<file path="src/rtl/dual_port_mem_arbiter.sv">
// ---------------------------------------------------------------------------
// dual_port_mem_arbiter
//   Shares one single-port synchronous SRAM between an instruction-fetch
//   requester (I, read-only) and a data requester (D, read/write, byte mask).
//   D has fixed priority. A starvation counter forces an I grant after
//   STARVE_LIMIT consecutive D grants while I is waiting. Read data returns
//   one cycle after the grant and is routed to the owning requester by a
//   registered owner tag.
//
// Ports
//   clk, resetn            clock, synchronous active-low reset
//   i_req/i_addr           I request (held until i_gnt), byte address
//   i_gnt/i_rvalid/i_rdata I grant, read-valid (grant+1), read word
//   d_req/d_addr           D request (held until d_gnt), byte address
//   d_wmask/d_wdata        byte write mask (0 = read), pre-aligned write data
//   d_gnt/d_rvalid/d_rdata D grant, read-valid (read grant+1), read word
//   sram_*                 SRAM port; sram_rdata valid the cycle after sram_en
// ---------------------------------------------------------------------------
module dual_port_mem_arbiter #(
  parameter int ADDR_BITS    = 14,
  parameter int STARVE_LIMIT = 3
) (
  input  logic                 clk,
  input  logic                 resetn,
  input  logic                 i_req,
  input  logic [31:0]          i_addr,
  output logic                 i_gnt,
  output logic                 i_rvalid,
  output logic [31:0]          i_rdata,
  input  logic                 d_req,
  input  logic [31:0]          d_addr,
  input  logic [3:0]           d_wmask,
  input  logic [31:0]          d_wdata,
  output logic                 d_gnt,
  output logic                 d_rvalid,
  output logic [31:0]          d_rdata,
  output logic                 sram_en,
  output logic [ADDR_BITS-1:0] sram_addr,
  output logic [3:0]           sram_wmask,
  output logic [31:0]          sram_wdata,
  input  logic [31:0]          sram_rdata
);

  localparam logic [3:0] LIM = 4'(STARVE_LIMIT);

  typedef struct packed {
    logic                 vld;
    logic [ADDR_BITS-1:0] addr;
    logic [3:0]           wmask;
    logic [31:0]          wdata;
  } mem_req_t;

  typedef enum logic {OWN_I = 1'b0, OWN_D = 1'b1} own_e;

  mem_req_t   i_r, d_r, sel_r;
  logic [3:0] starve_cnt, starve_nxt;
  logic       rd_vld_q, rd_vld_d;
  own_e       rd_own_q, rd_own_d;

  // Word address only; bits above ADDR_BITS+1 are dropped so the SRAM wraps.
  assign i_r = '{vld: i_req, addr: i_addr[ADDR_BITS+1:2], wmask: 4'b0, wdata: 32'b0};
  assign d_r = '{vld: d_req, addr: d_addr[ADDR_BITS+1:2], wmask: d_wmask, wdata: d_wdata};

  logic unused_addr_bits;
  assign unused_addr_bits = ^{i_addr[31:ADDR_BITS+2], i_addr[1:0],
                              d_addr[31:ADDR_BITS+2], d_addr[1:0]};

  // Grant: D wins unless I has waited out its starvation budget.
  always_comb begin
    i_gnt = 1'b0;
    d_gnt = 1'b0;
    if (resetn) begin
      if (d_r.vld && (!i_r.vld || starve_cnt != LIM)) d_gnt = 1'b1;
      else if (i_r.vld)                              i_gnt = 1'b1;
    end
  end

  // SRAM port mux; an I grant carries the zeroed mask/data of i_r.
  always_comb begin
    sel_r      = d_gnt ? d_r : i_r;
    sram_en    = i_gnt | d_gnt;
    sram_addr  = sel_r.addr;
    sram_wmask = sel_r.wmask;
    sram_wdata = sel_r.wdata;
  end

  // Counts D grants taken while I waits; any I grant or I idle clears it.
  always_comb begin
    starve_nxt = starve_cnt;
    if (i_gnt || !i_r.vld)               starve_nxt = 4'd0;
    else if (d_gnt && starve_cnt != LIM) starve_nxt = starve_cnt + 4'd1;
  end

  // One-deep read-return stage with owner tag. Writes launch no return.
  always_comb begin
    rd_vld_d = i_gnt | (d_gnt & ~|d_r.wmask);
    rd_own_d = d_gnt ? OWN_D : OWN_I;
  end

  always_ff @(posedge clk) begin
    if (!resetn) begin
      starve_cnt <= 4'd0;
      rd_vld_q   <= 1'b0;
      rd_own_q   <= OWN_I;
    end else begin
      starve_cnt <= starve_nxt;
      rd_vld_q   <= rd_vld_d;
      rd_own_q   <= rd_own_d;
    end
  end

  // Gating with resetn kills a return that was in flight when reset arrived.
  assign i_rvalid = resetn & rd_vld_q & (rd_own_q == OWN_I);
  assign d_rvalid = resetn & rd_vld_q & (rd_own_q == OWN_D);
  assign i_rdata  = sram_rdata;
  assign d_rdata  = sram_rdata;

endmodule
</file>
<file path="config.mk">
export PLATFORM = sky130hd
export DESIGN_NAME = dual_port_mem_arbiter
export DESIGN_NICKNAME = d
export VERILOG_FILES = /design/src/rtl/dual_port_mem_arbiter.sv
export SDC_FILE = /design/constraint.sdc
export NUM_CORES = 1
export LEC_CHECK = 0
export ABC_AREA = 1
export BUFFER_PORTS_ARGS = -buffer_cell sky130_fd_sc_hd__buf_2
export CELL_PAD_IN_SITES_DETAIL_PLACEMENT = 0
export CELL_PAD_IN_SITES_GLOBAL_PLACEMENT = 2
export CORE_ASPECT_RATIO = 1.25
export CORE_MARGIN = 2
export CORE_UTILIZATION = 10
export CTS_CLUSTER_SIZE = 24
export DETAILED_ROUTE_END_ITERATION = 7
export GPL_TIMING_DRIVEN = 1
export PLACE_DENSITY_LB_ADDON = 0.3
export RECOVER_POWER = 25
export SYNTH_ARGS = -nofsm -noshare
export SYNTH_HDL_FRONTEND = slang
export SYNTH_SLANG_ARGS = --single-unit
</file>
<file path="constraint.sdc">
create_clock -name clk -period 1.25 [get_ports clk]
set_input_delay 0.1875 -clock clk [delete_from_list [all_inputs] [get_ports clk]]
set_output_delay 0.1875 -clock clk [all_outputs]
set_load 0.05 [all_outputs]
</file>
Word level (Yosys, flattened, before mapping)

Index checks and enable logic that the tools add are counted.

Register bits: 6
Input bits: 136
Output and inout bits: 119
Word-level logic and storage cells: 28

Add/subtract/negate cells: 1
Eq/ne operators: 1
Multiplexer cells: 7
Bitwise gates (word level): 8
Reduce and logical (&&, ||, !) cells: 8

Operators with widths:

| kind                | count |
|---|---|
| $mux 50             | 1 |
| $mux 1              | 6 |
| $add 4x1->4 const B | 1 |
| $and 1x1->1         | 4 |
| $ne 4x2->1 const B  | 1 |
| $reduce_or 4->1     | 1 |
| $logic_and 1x1->1   | 2 |
| $logic_not 1->1     | 2 |
| $logic_or 1x1->1    | 2 |
| $not 1->1           | 2 |
| $or 1x1->1          | 2 |
| $reduce_or 2->1     | 1 |

Depth between registers and ports, before layout

Gate-level depths: netlist of run 1.

Word-level depth: 7
Gate-level depth with buffers: 6
Mapped depth without buffers: 5

Worst setup path after synthesis of run 1

Ideal clock, no wire load.

Path type: register to output
Start point: reg starve_cnt[0]
End point: out sram_wdata[0]
Arrival: 1.666 ns
Required time: 1.062 ns
Setup slack: -0.603 ns
Cell stages (with the launch flop): 6
Path buffers: 1
Cells stage by stage: dfxtp_1 -> ha_1 -> nand3_4 -> nand3_4 -> buf_4 -> nor2_1

Cells in the longest elaborated chain, start to end: 6

RTL lines:

| item                   | line | RTL |
|---|---|---|
| from (decl)            | 56   | `logic [3:0] starve_cnt, starve_nxt;` |
| from (signal assigned) | 106  | `starve_cnt <= starve_nxt;` |
| $ne 4x2->1             | 73   | `if (d_r.vld && (!i_r.vld \|\| starve_cnt != LIM)) d_gnt = 1'b1;` |
| $logic_or 1x1->1       | 73   |  |
| $logic_and 1x1->1      | 73   |  |
| $mux 1                 | 73   |  |
| $mux 1                 | 72   | `if (resetn) begin` |
| $mux 50                | 80   | `sel_r = d_gnt ? d_r : i_r;` |
| to (decl)              | 40   | `output logic [31:0] sram_wdata,` |

Every way passes these cells.

Final worst setup path of run 1

Start point: reg starve_cnt[1]
End point: out sram_wdata[10]

Same word-level chain as after synthesis.

==> run summary, run 1 <==
Outcome: finished, violations left
FF-to-FF path depth: 7
Dominant cells by area after synthesis: buf_4 (39%), inv_1 (12%), nor2_1 (12%), nand2_1 (10%), dfxtp_1 (9.1%)
H-tree Lvls: 1
CP Cell Sequence: ha_4 -> nand3_4 -> nand3_4 -> buf_12 -> buf_12 -> nor2_4 -> buf_6
Startpoint types: register
CTS tree: done
Critical path fanouts, max: 14
Post-layout min period: 1.68 ns
Max Root-Sink Buffers: 2
Wirelength per Cell: 10.1 µm
Drt drc: 0
Hold Path Class: input port to register
Slowest cell on the critical path: dfxtp_2
WP depth: 7
Top cell type by total area after synthesis: buf_4
Initial antenna violation count: 0
Max-cap violations: 0
Crit path launch: starve_cnt[1]
Layout cells sized above 1: 71.8%
Initial Util: 10.1%
Io pins: 255
Pins Over Slew Limit: 0
Root buffer cell: clkbuf_16
Clk_lat worst skew: 0.23 ns
Arr. time, crit path: 1.49 ns
Clk sinks: 6
Ant diodes: 0
Final HPWL DP: 4.11 mm
Synth Area in Compound Gates: 0.756%
Post-Synthesis Cells: 229
Yosys reg bits: 6
Register-to-register path setup slack: -0.01 ns
First-pass GRT wire length: 7.78 mm
# rows: 47
R2r startpoint: starve_cnt[1]
Post-synth cell types: 19
Failing checks: negative setup slack
TritonCTS buffer count: 3
Vias in the first global route: 1662
Fmax: 595 MHz
Port Buf Inserts: 122
Final #Nets: 447
Relative slew slack: 82.4%
Syn Area/Cell: 5.78 µm²
Placer Congestion: 0.665
Leak pwr: 1.42 nW
Largest net degree at the start of global routing: 24
Slowest stage delay, CP: 0.32 ns
Post-Syn Area: 1320 µm²
Pwr dens: 624 nW/µm²
DP Cell Count: 473
Die H: 133 µm
Core box area: 13100 µm²
Post-layout util: 22.0%
Crit path buf inv count: 3
Post-Syn Nets: 366
Post-synth top area share: 38.6%
Crit. End Element: output pin
Maximum VDD drop: 350 µV
Die width: 107 µm
Largest family of logic cells by synthesized area: buffers and inverters
Mux share of post-synthesis cell area: 0%
Post-synthesis sequential area ratio: 9.07%
Final Setup Violations: 54
Setup tns final: -19.91 ns
R2r endpoint: starve_cnt[1]
Fin cells: 479
Final setup margin: -0.431 ns
Pre-Repair DR Iteration Count: 4
Post-place setup slack: -0.282 ns
Simple-gate share of the synthesized area: 34.2%
Clock transition at path regs: 0.03 ns
Post-DRT Antenna Nets: 0
Layout area overhead: 118%
Post-synthesis adder-cell area fraction: 0.945%
CP required: 1.06 ns
Setup Skew: 0.00107 ns
End of the critical path: sram_wdata[10]
Die area: 14200 µm²
Total track usage: 6.85%
Vias: 1526
Final hold vios: 0
Crit path kind: register to output pin
Ys Warns: 0
Top delay family on crit path: buffers and inverters
CTS Hold Bufs: 0
Period utilization: 134%
Number of DRC markers in iteration 0: 30
Post-synthesis xor/xnor area fraction: 1.32%
Total grt overflow: 0
RSZ-0062 raised after global routing: yes
Via density: 3.19
Worst Max-Slew Pin Slew: 0.266 ns
Drt total wl: 4.85 mm
cell usage in the layout (no fill, tap or decap), types with 2 or more instances in the layout:
cell       instances
nand3_4            2
nand4_1           15
clkbuf_16          3
dfxtp_1            3
nor2_1             5
buf_4             17
nor2_4            37
nand2_1           15
buf_8             30
buf_2             69
inv_1             42
nand2_4           18
nand2_2            3
nand3_1            2
buf_12             5
dfxtp_2            3
buf_6             28
cells in the mapped netlist, drive strengths merged:
cell   instances
nand2         37
nand3          4
buf           74
a21oi          1
nand4         15
dfxtp          6
nor2          42
xnor2          1
nor3           2
xor2           1
inv           44
ha             1
o21ai          1
worst reg2reg max path: cells and delay by family, from the launching register on:
kind,cells,cell delay (ns)
buffers and inverters,3,0.41
flip-flops,1,0.32
AND/OR/NAND/NOR,3,0.29
adder cells (fa/ha/maj),1,0.16
cells by family after synthesis:
logic type / Yosys count
simple gates: 100
buf+inv: 118
compound gates: 2
fa+ha+maj: 1
flops: 6
xor+xnor: 2
stage by stage:
| step | hold slack, ns | total power, mW | instance area (µm²) |
|---|---|---|---|
| 2_1_floorplan | 0.311 | 1.39 | 1810 |
| 3_3_place_gp | 0.376 | 1.09 | 2300 |
| 3_5_place_dp | 0.376 | 1.10 | 2300 |
| 4_1_cts | 0.328 | 1.80 | 2810 |
| 5_1_grt | 0.359 | 1.89 | 2890 |
| 6_report | 0.309 | 1.80 | 2890 |
power by group:
part           total (mW)  switching, mW  internal (mW)
logic                1.08          0.634          0.449
clock network       0.518          0.107          0.410
registers           0.201        0.00277          0.198
sequential cells by signal, summed over array words and instances, names as in the netlist:
register and flops:
starve_cnt 4, rd_own_q 1, rd_vld_q 1
what timing repair did:
action                                  in CTS  in global routing
gates resized for setup                    132                 18
endpoints found under the setup margin      53                 55
endpoints found under the hold margin        0                  0
pin swaps                                    0                  4
buffers inserted                             1                  2
per-layer routing:
layer,vias to the layer above,global-route usage (%),part of all wire (%)
met4,0,2.45,2.4
met2,68,12.3,53
met1,666,7.22,36
li1,772,-,-
met5,-,0,0
met3,20,2.61,8.9
how the worst min path moves through the flow:
stage,startpoint,endpoint,slack (ns),cells past startpoint
floorplan,i_req,starve_cnt[1],0.31,2
global placement,sram_rdata[14],d_rdata[14],0.38,0
detailed placement,sram_rdata[14],d_rdata[14],0.38,0
CTS,d_wmask[3],rd_vld_q,0.33,4
global route,d_wmask[3],rd_vld_q,0.36,4
finish,d_wmask[3],rd_vld_q,0.31,4
layout make-up:
cell class | count | area (µm²)
timing repair buffer | 150 | 1370
multi-input combinational | 105 | 940
sequential | 6 | 124
clock buffer | 3 | 75.1
inverter | 44 | 169
fill | 1435 | 10200
tap | 171 | 214
(Power assumes the default switching activity.)
==> run 2: changes to the inputs <==
Clock period 1.25 ns to 2.05 ns, I/O delays scaled along.
==> run 2 against run 1 <==
Compared with the run above: the run now ends clean; first-iteration DRC count unchanged; combinational power fell by 60%; via count decreased by 7.9%; hold slack improved by 0.053 ns; die area is the same; cell area shrank 37%; worst setup slack better by 0.58 ns; cell count is 3.8% lower; highest routed layer unchanged.
==> run summary, run 2 (synthesis results as in run 1) <==
Outcome: finished, final reports clean
Total track usage: 5.80% (-1.0 points)
Startpoint types: register
Worst Hold Depth: 3 (-1)
Pwr dens: 480 nW/µm² (-23%)
Final Setup Violations: 0 (-100%)
Number of DRC markers in iteration 0: 30 (unchanged)
Die width: 107 µm (unchanged)
First-pass GRT wire length: 6.40 mm (-18%)
Largest reg by FF count: starve_cnt
Post-layout min period: 1.90 ns
Final setup margin: 0.146 ns (+0.577 ns)
Hold Slack: 0.362 ns (+0.0535 ns)
Drt drc: 0 (unchanged)
Leak pwr: 1.16 nW (-18%)
Maximum VDD drop: 223 µV (-36%)
TritonCTS buffer count: 3 (unchanged)
CP required: 1.74 ns (+0.68 ns)
Initial antenna violation count: 0 (unchanged)
Relative slew slack: 80.7% (-1.7 points)
Clk sinks: 6 (unchanged)
FF-to-FF path depth: 5 (-2)
Max-cap violations: 0 (unchanged)
Die H: 133 µm (unchanged)
Total internal power: 504 µW (-52%)
Via density: 3.05 (-4.3%)
Wirelength per Cell: 10.3 µm (+1.7%)
Clk network pwr share: 36.4% (+7.7 points)
Setup Skew: 0.000569 ns (-0.000497 ns)
Crit path kind: register to output pin
Pre-Repair DR Iteration Count: 4 (unchanged)
H-tree Lvls: 1 (unchanged)
Layout cells sized above 1: 48.6% (-23 points)
Pins Over Slew Limit: 0 (unchanged)
Largest register FFs: 4 (unchanged)
Final hold vios: 0 (unchanged)
Fmax: 525 MHz
Arr. time, crit path: 1.60 ns (+0.11 ns)
Vias: 1406 (-7.9%)
Combinational group share of total power: 49.6% (-10 points)
Setup tns final: 0 ns (+19.91 ns)
Max Root-Sink Buffers: 2 (unchanged)
Largest net degree at the start of global routing: 21 (-13%)
CTS tree: done
CTS Hold Bufs: 0 (unchanged)
Sw Ratio: 42.5% (+1.2 points)
Period utilization: 92.9%
Register-to-register path setup slack: 0.80 ns (+0.81 ns)
Io pins: 255 (unchanged)
Core box area: 13100 µm² (unchanged)
Worst Max-Slew Pin Slew: 0.292 ns (+0.0263 ns)
Top Registers: starve_cnt: 4 flops, rd_own_q: 1 flops, rd_vld_q: 1 flops
# rows: 47 (unchanged)
Vias in the first global route: 1306 (-21%)
Root buffer cell: clkbuf_16
Placer Congestion: 0.710 (+6.9%)
Fin cells: 461 (-3.8%)
Critical path fanouts, max: 16 (+2)
Initial Util: 10.1% (unchanged)
Post-place setup slack: 0.197 ns (+0.479 ns)
Final HPWL DP: 3.76 mm (-8.4%)
Switch Pwr: 372 µW (-50%)
Final #Nets: 429 (-4.0%)
Clock transition at path regs: 0.03 ns (about the same)
DP Cell Count: 455 (-3.8%)
Total grt overflow: 0 (unchanged)
Port Buf Inserts: 122 (unchanged)
Hold Path Class: input port to register
Most common cell after layout, fill and taps aside: buf_2
Die area: 14200 µm² (unchanged)
Clk_lat worst skew: 0.23 ns (about the same)
Most frequent cells in the layout: buf_2 (105), inv_1 (44), nor2_1 (41)
Post-DRT Antenna Nets: 0 (unchanged)
RSZ-0062 raised after global routing: no
Drt total wl: 4.75 mm (-2.1%)
Layout area overhead: 37.8%
Ant diodes: 0 (unchanged)
Seq pwr share: 14.0% (+2.8 points)
Crit. End Element: output pin
run 2: changes by cell type in the layout (fill, tap and decap cells not counted), sizes merged:
cell      before  now
inv           43   44
clkbuf         3   14
buf          150  120
nand3          4    5
clkinvlp       1    0
run 2: critical path: stages (launching register included):
cell     delay [ns]
dfxtp_2        0.34
ha_4           0.18
nand3_4        0.12
buf_4          0.23
nand4_1        0.12
nand2_1        0.11
buf_2          0.26
run 2: per-stage QoR:
step           area (µm²)  utilization, %  total power [mW]
2_1_floorplan        1320               -             0.744
3_3_place_gp         1670            12.7             0.546
3_5_place_dp         1670            12.7             0.545
4_1_cts              1760            13.4             0.877
5_1_grt              1820            13.9             0.924
6_report             1820            13.9             0.876
run 2: layer usage:
layer / GRT usage, % / part of all wire (%) / wire length (µm) / vias up
met5: 0 / 0 / 0 / -
met1: 4.90 / 34 / 1590 / 589
met2: 11.7 / 54 / 2550 / 63
li1: - / - / - / 736
met3: 1.92 / 9.6 / 456 / 18
met4: 2.89 / 3.1 / 145 / 0
run 2: power groups by stage:
stage | Combinational, mW | Sequential, mW | Clock (mW)
after floorplan | 0.621 | 0.124 | 0
after global placement | 0.422 | 0.124 | 0
after detailed placement | 0.421 | 0.124 | 0
after CTS | 0.427 | 0.122 | 0.328
after global routing | 0.466 | 0.123 | 0.335
final | 0.434 | 0.123 | 0.318
run 2: timing repair:
item	CTS	global route
buffers inserted	0	2
resized for setup	7	13
cloned	0	1
endpoints found under the hold margin	0	0
setup endpoints to repair	39	35
pin swaps	0	0
run 2: cell type report:
class                      count  area (µm²)
clock buffer                   3        75.1
timing repair buffer         131         733
fill                        1541       11300
tap                          171         214
inverter                      44         165
multi-input combinational    106         515
sequential                     6         121
run 2: path summary, 6_finish.rpt:
| kind | endpoint | start |
|---|---|---|
| max | sram_addr[11] | starve_cnt[0] |
| max reg2reg | starve_cnt[2] | starve_cnt[0] |
| min reg2reg | starve_cnt[0] | starve_cnt[0] |
| min | starve_cnt[1] | i_req |
==> run 3: changes to the inputs <==
Clock period 2.05 ns to 2.1 ns, I/O delays scaled along.
==> run 3 against run 2 <==
Compared with the run above: non-clock buffer count decreased by 3; combinational power decreased by 5.8%; power decreased by 4.7%; sequential power about the same; cell area decreased by 3.2%; hold slack improved by 0.0092 ns; clock power decreased by 4%; worst setup slack improved by 0.0095 ns; global-route usage decreased by 0.080 points; critical path type unchanged; largest power group unchanged.
==> run summary, run 3 (synthesis results as in run 1) <==
Register-to-register path setup slack: 0.85 ns (+0.05 ns)
Core box area: 13100 µm² (unchanged)
Final Setup Violations: 0 (unchanged)
Largest register FFs: 4 (unchanged)
Crit path kind: register to output pin
# Post-CTS Setup Buffers: 0 (unchanged)
Ant diodes: 0 (unchanged)
Drt total wl: 4.44 mm (-6.5%)
Slowest cell on the critical path: dfxtp_1
Max-cap violations: 0 (unchanged)
FF-to-FF path depth: 5 (unchanged)
Pins Over Slew Limit: 0 (unchanged)
Clock transition at path regs: 0.03 ns (about the same)
Power Total: 834 µW (-4.7%)
Worst Min Path Start: i_req
H-tree Lvls: 1 (unchanged)
Slowest stage delay, CP: 0.40 ns (+0.06 ns)
Placer Congestion: 0.694 (-2.3%)
Die area: 14200 µm² (unchanged)
Fmax: 514 MHz
Max Root-Sink Buffers: 2 (unchanged)
Initial Util: 10.1% (unchanged)
Startpoint types: register
Pre-Repair DR Iteration Count: 4 (unchanged)
Crit path buf inv count: 2 (unchanged)
CP Cell Sequence: ha_4 -> nand3_4 -> nand3_4 -> buf_12 -> nand2_1 -> nand2_1 -> buf_2
Setup tns final: 0 ns (unchanged)
Drt drc: 0 (unchanged)
Port Buf Inserts: 122 (unchanged)
Post-layout min period: 1.94 ns
Met1 wire length: 1.44 mm (-9.4%)
Top delay family on crit path: buffers and inverters
Die H: 133 µm (unchanged)
Io pins: 255 (unchanged)
Vias in the first global route: 1227 (-6.0%)
Final setup margin: 0.155 ns (+0.00953 ns)
# resized after CTS: 0 (-7)
Layout area overhead: 33.4%
R2r endpoint: starve_cnt[0]
Number of DRC markers in iteration 0: 40 (+33%)
Post-DRT Antenna Nets: 0 (unchanged)
Clk_lat worst skew: 0.23 ns (about the same)
First-pass GRT wire length: 6.34 mm (-0.86%)
Final #Nets: 425 (-0.93%)
CP required: 1.78 ns (+0.04 ns)
Final HPWL DP: 3.72 mm (-1.1%)
Top Registers: starve_cnt: 4 flops, rd_own_q: 1 flops, rd_vld_q: 1 flops
Period utilization: 92.6%
Maximum VDD drop: 406 µV (+82%)
Initial antenna violation count: 0 (unchanged)
Vias: 1352 (-3.8%)
Critical path fanouts, max: 16 (unchanged)
Worst Hold Depth: 3 (unchanged)
# rows: 47 (unchanged)
Layout cells sized above 1: 47.6% (-1.1 points)
Total track usage: 5.72% (-0.080 points)
Leak pwr: 1.14 nW (-1.6%)
Final hold vios: 0 (unchanged)
Die width: 107 µm (unchanged)
Setup Skew: 0.00133 ns (+0.000761 ns)
Hold Path Class: input port to register
CTS Hold Bufs: 0 (unchanged)
Largest reg by FF count: starve_cnt
TritonCTS buffer count: 3 (unchanged)
Clk sinks: 6 (unchanged)
Fillers: 1545 (+0.26%)
R2r startpoint: starve_cnt[0]
CTS tree: done
Most frequent cells in the layout: buf_2 (120), inv_1 (44), nor2_1 (41)
Via density: 2.96 (-3.0%)
Highest Signal Layer: met4
Crit. End Element: output pin
Post-place setup slack: 0.283 ns (+0.0854 ns)
Wirelength per Cell: 9.71 µm (-5.7%)
Arr. time, crit path: 1.63 ns (+0.03 ns)
Worst Max-Slew Pin Slew: 0.286 ns (-0.00666 ns)
Routed met3 length: 403 µm (-12%)
Met2 routed WL: 2.49 mm (-2.5%)
Most common cell after layout, fill and taps aside: buf_2
Largest net degree at the start of global routing: 23 (+9.5%)
RSZ-0062 raised after global routing: no
Relative slew slack: 81.1% (+0.44 points)
Pwr dens: 473 nW/µm² (-1.6%)
Outcome: finished, final reports clean
Total grt overflow: 0 (unchanged)
Root buffer cell: clkbuf_16
Hold Path Sink: starve_cnt[1]
[run 3: changes by cell type in the layout (fill, tap and decap cells not counted)]
cell      change
nand3_2       -1
dfxtp_1       +1
dfxtp_2       -1
buf_12        +1
buf_4        -10
buf_2        +15
clkbuf_4      -9
[run 3: power by group]
| part | switching (mW) | internal, mW | leakage [nW] |
|---|---|---|---|
| registers | 0.00211 | 0.118 | 0.0489 |
| logic | 0.291 | 0.118 | 1.06 |
| clock network | 0.0615 | 0.244 | 0.0370 |
[run 3: metrics by stage]
stage | instance area, µm² | hold slack [ns] | cells | util, %
3_5_place_dp | 1670 | 0.503 | 454 | 12.8
3_3_place_gp | 1670 | 0.484 | 454 | 12.8
5_1_grt | 1770 | 0.376 | 457 | 13.5
2_1_floorplan | 1320 | 0.446 | 229 | -
4_1_cts | 1750 | 0.364 | 457 | 13.3
6_report | 1770 | 0.372 | 457 | 13.5
[run 3: cell type report]
type                       instances  area, µm²  share of cell area [%]
clock buffer                       3       75.1                    4.25
inverter                          44        165                    9.36
multi-input combinational        105        505                    28.6
sequential                         6        120                    6.80
tap                              171        214                    12.1
timing repair buffer             128        686                    38.8
[run 3: worst max-delay path by stage]
| stage | start | slack [ns] | cells after the start | end |
|---|---|---|---|---|
| 2_1_floorplan | starve_cnt[0] | 0.12 | 5 | sram_wdata[0] |
| 3_3_place_gp | starve_cnt[0] | 0.29 | 7 | sram_addr[11] |
| 3_5_place_dp | starve_cnt[0] | 0.28 | 7 | sram_addr[11] |
| 4_1_cts | starve_cnt[0] | 0.04 | 7 | sram_addr[1] |
| 5_1_grt | starve_cnt[0] | 0.03 | 7 | sram_addr[1] |
| 6_report | starve_cnt[0] | 0.16 | 7 | sram_addr[11] |
[run 3: per-layer routing]
layer	track usage, %	up-vias
met2	11.9	58
met1	4.87	556
met4	2.60	0
met3	1.43	14
met5	0	-
li1	-	724
[run 3: tightest hold or removal path: stages]
cell    delay (ns)
buf_2         0.13
inv_1         0.06
nor3_2        0.04
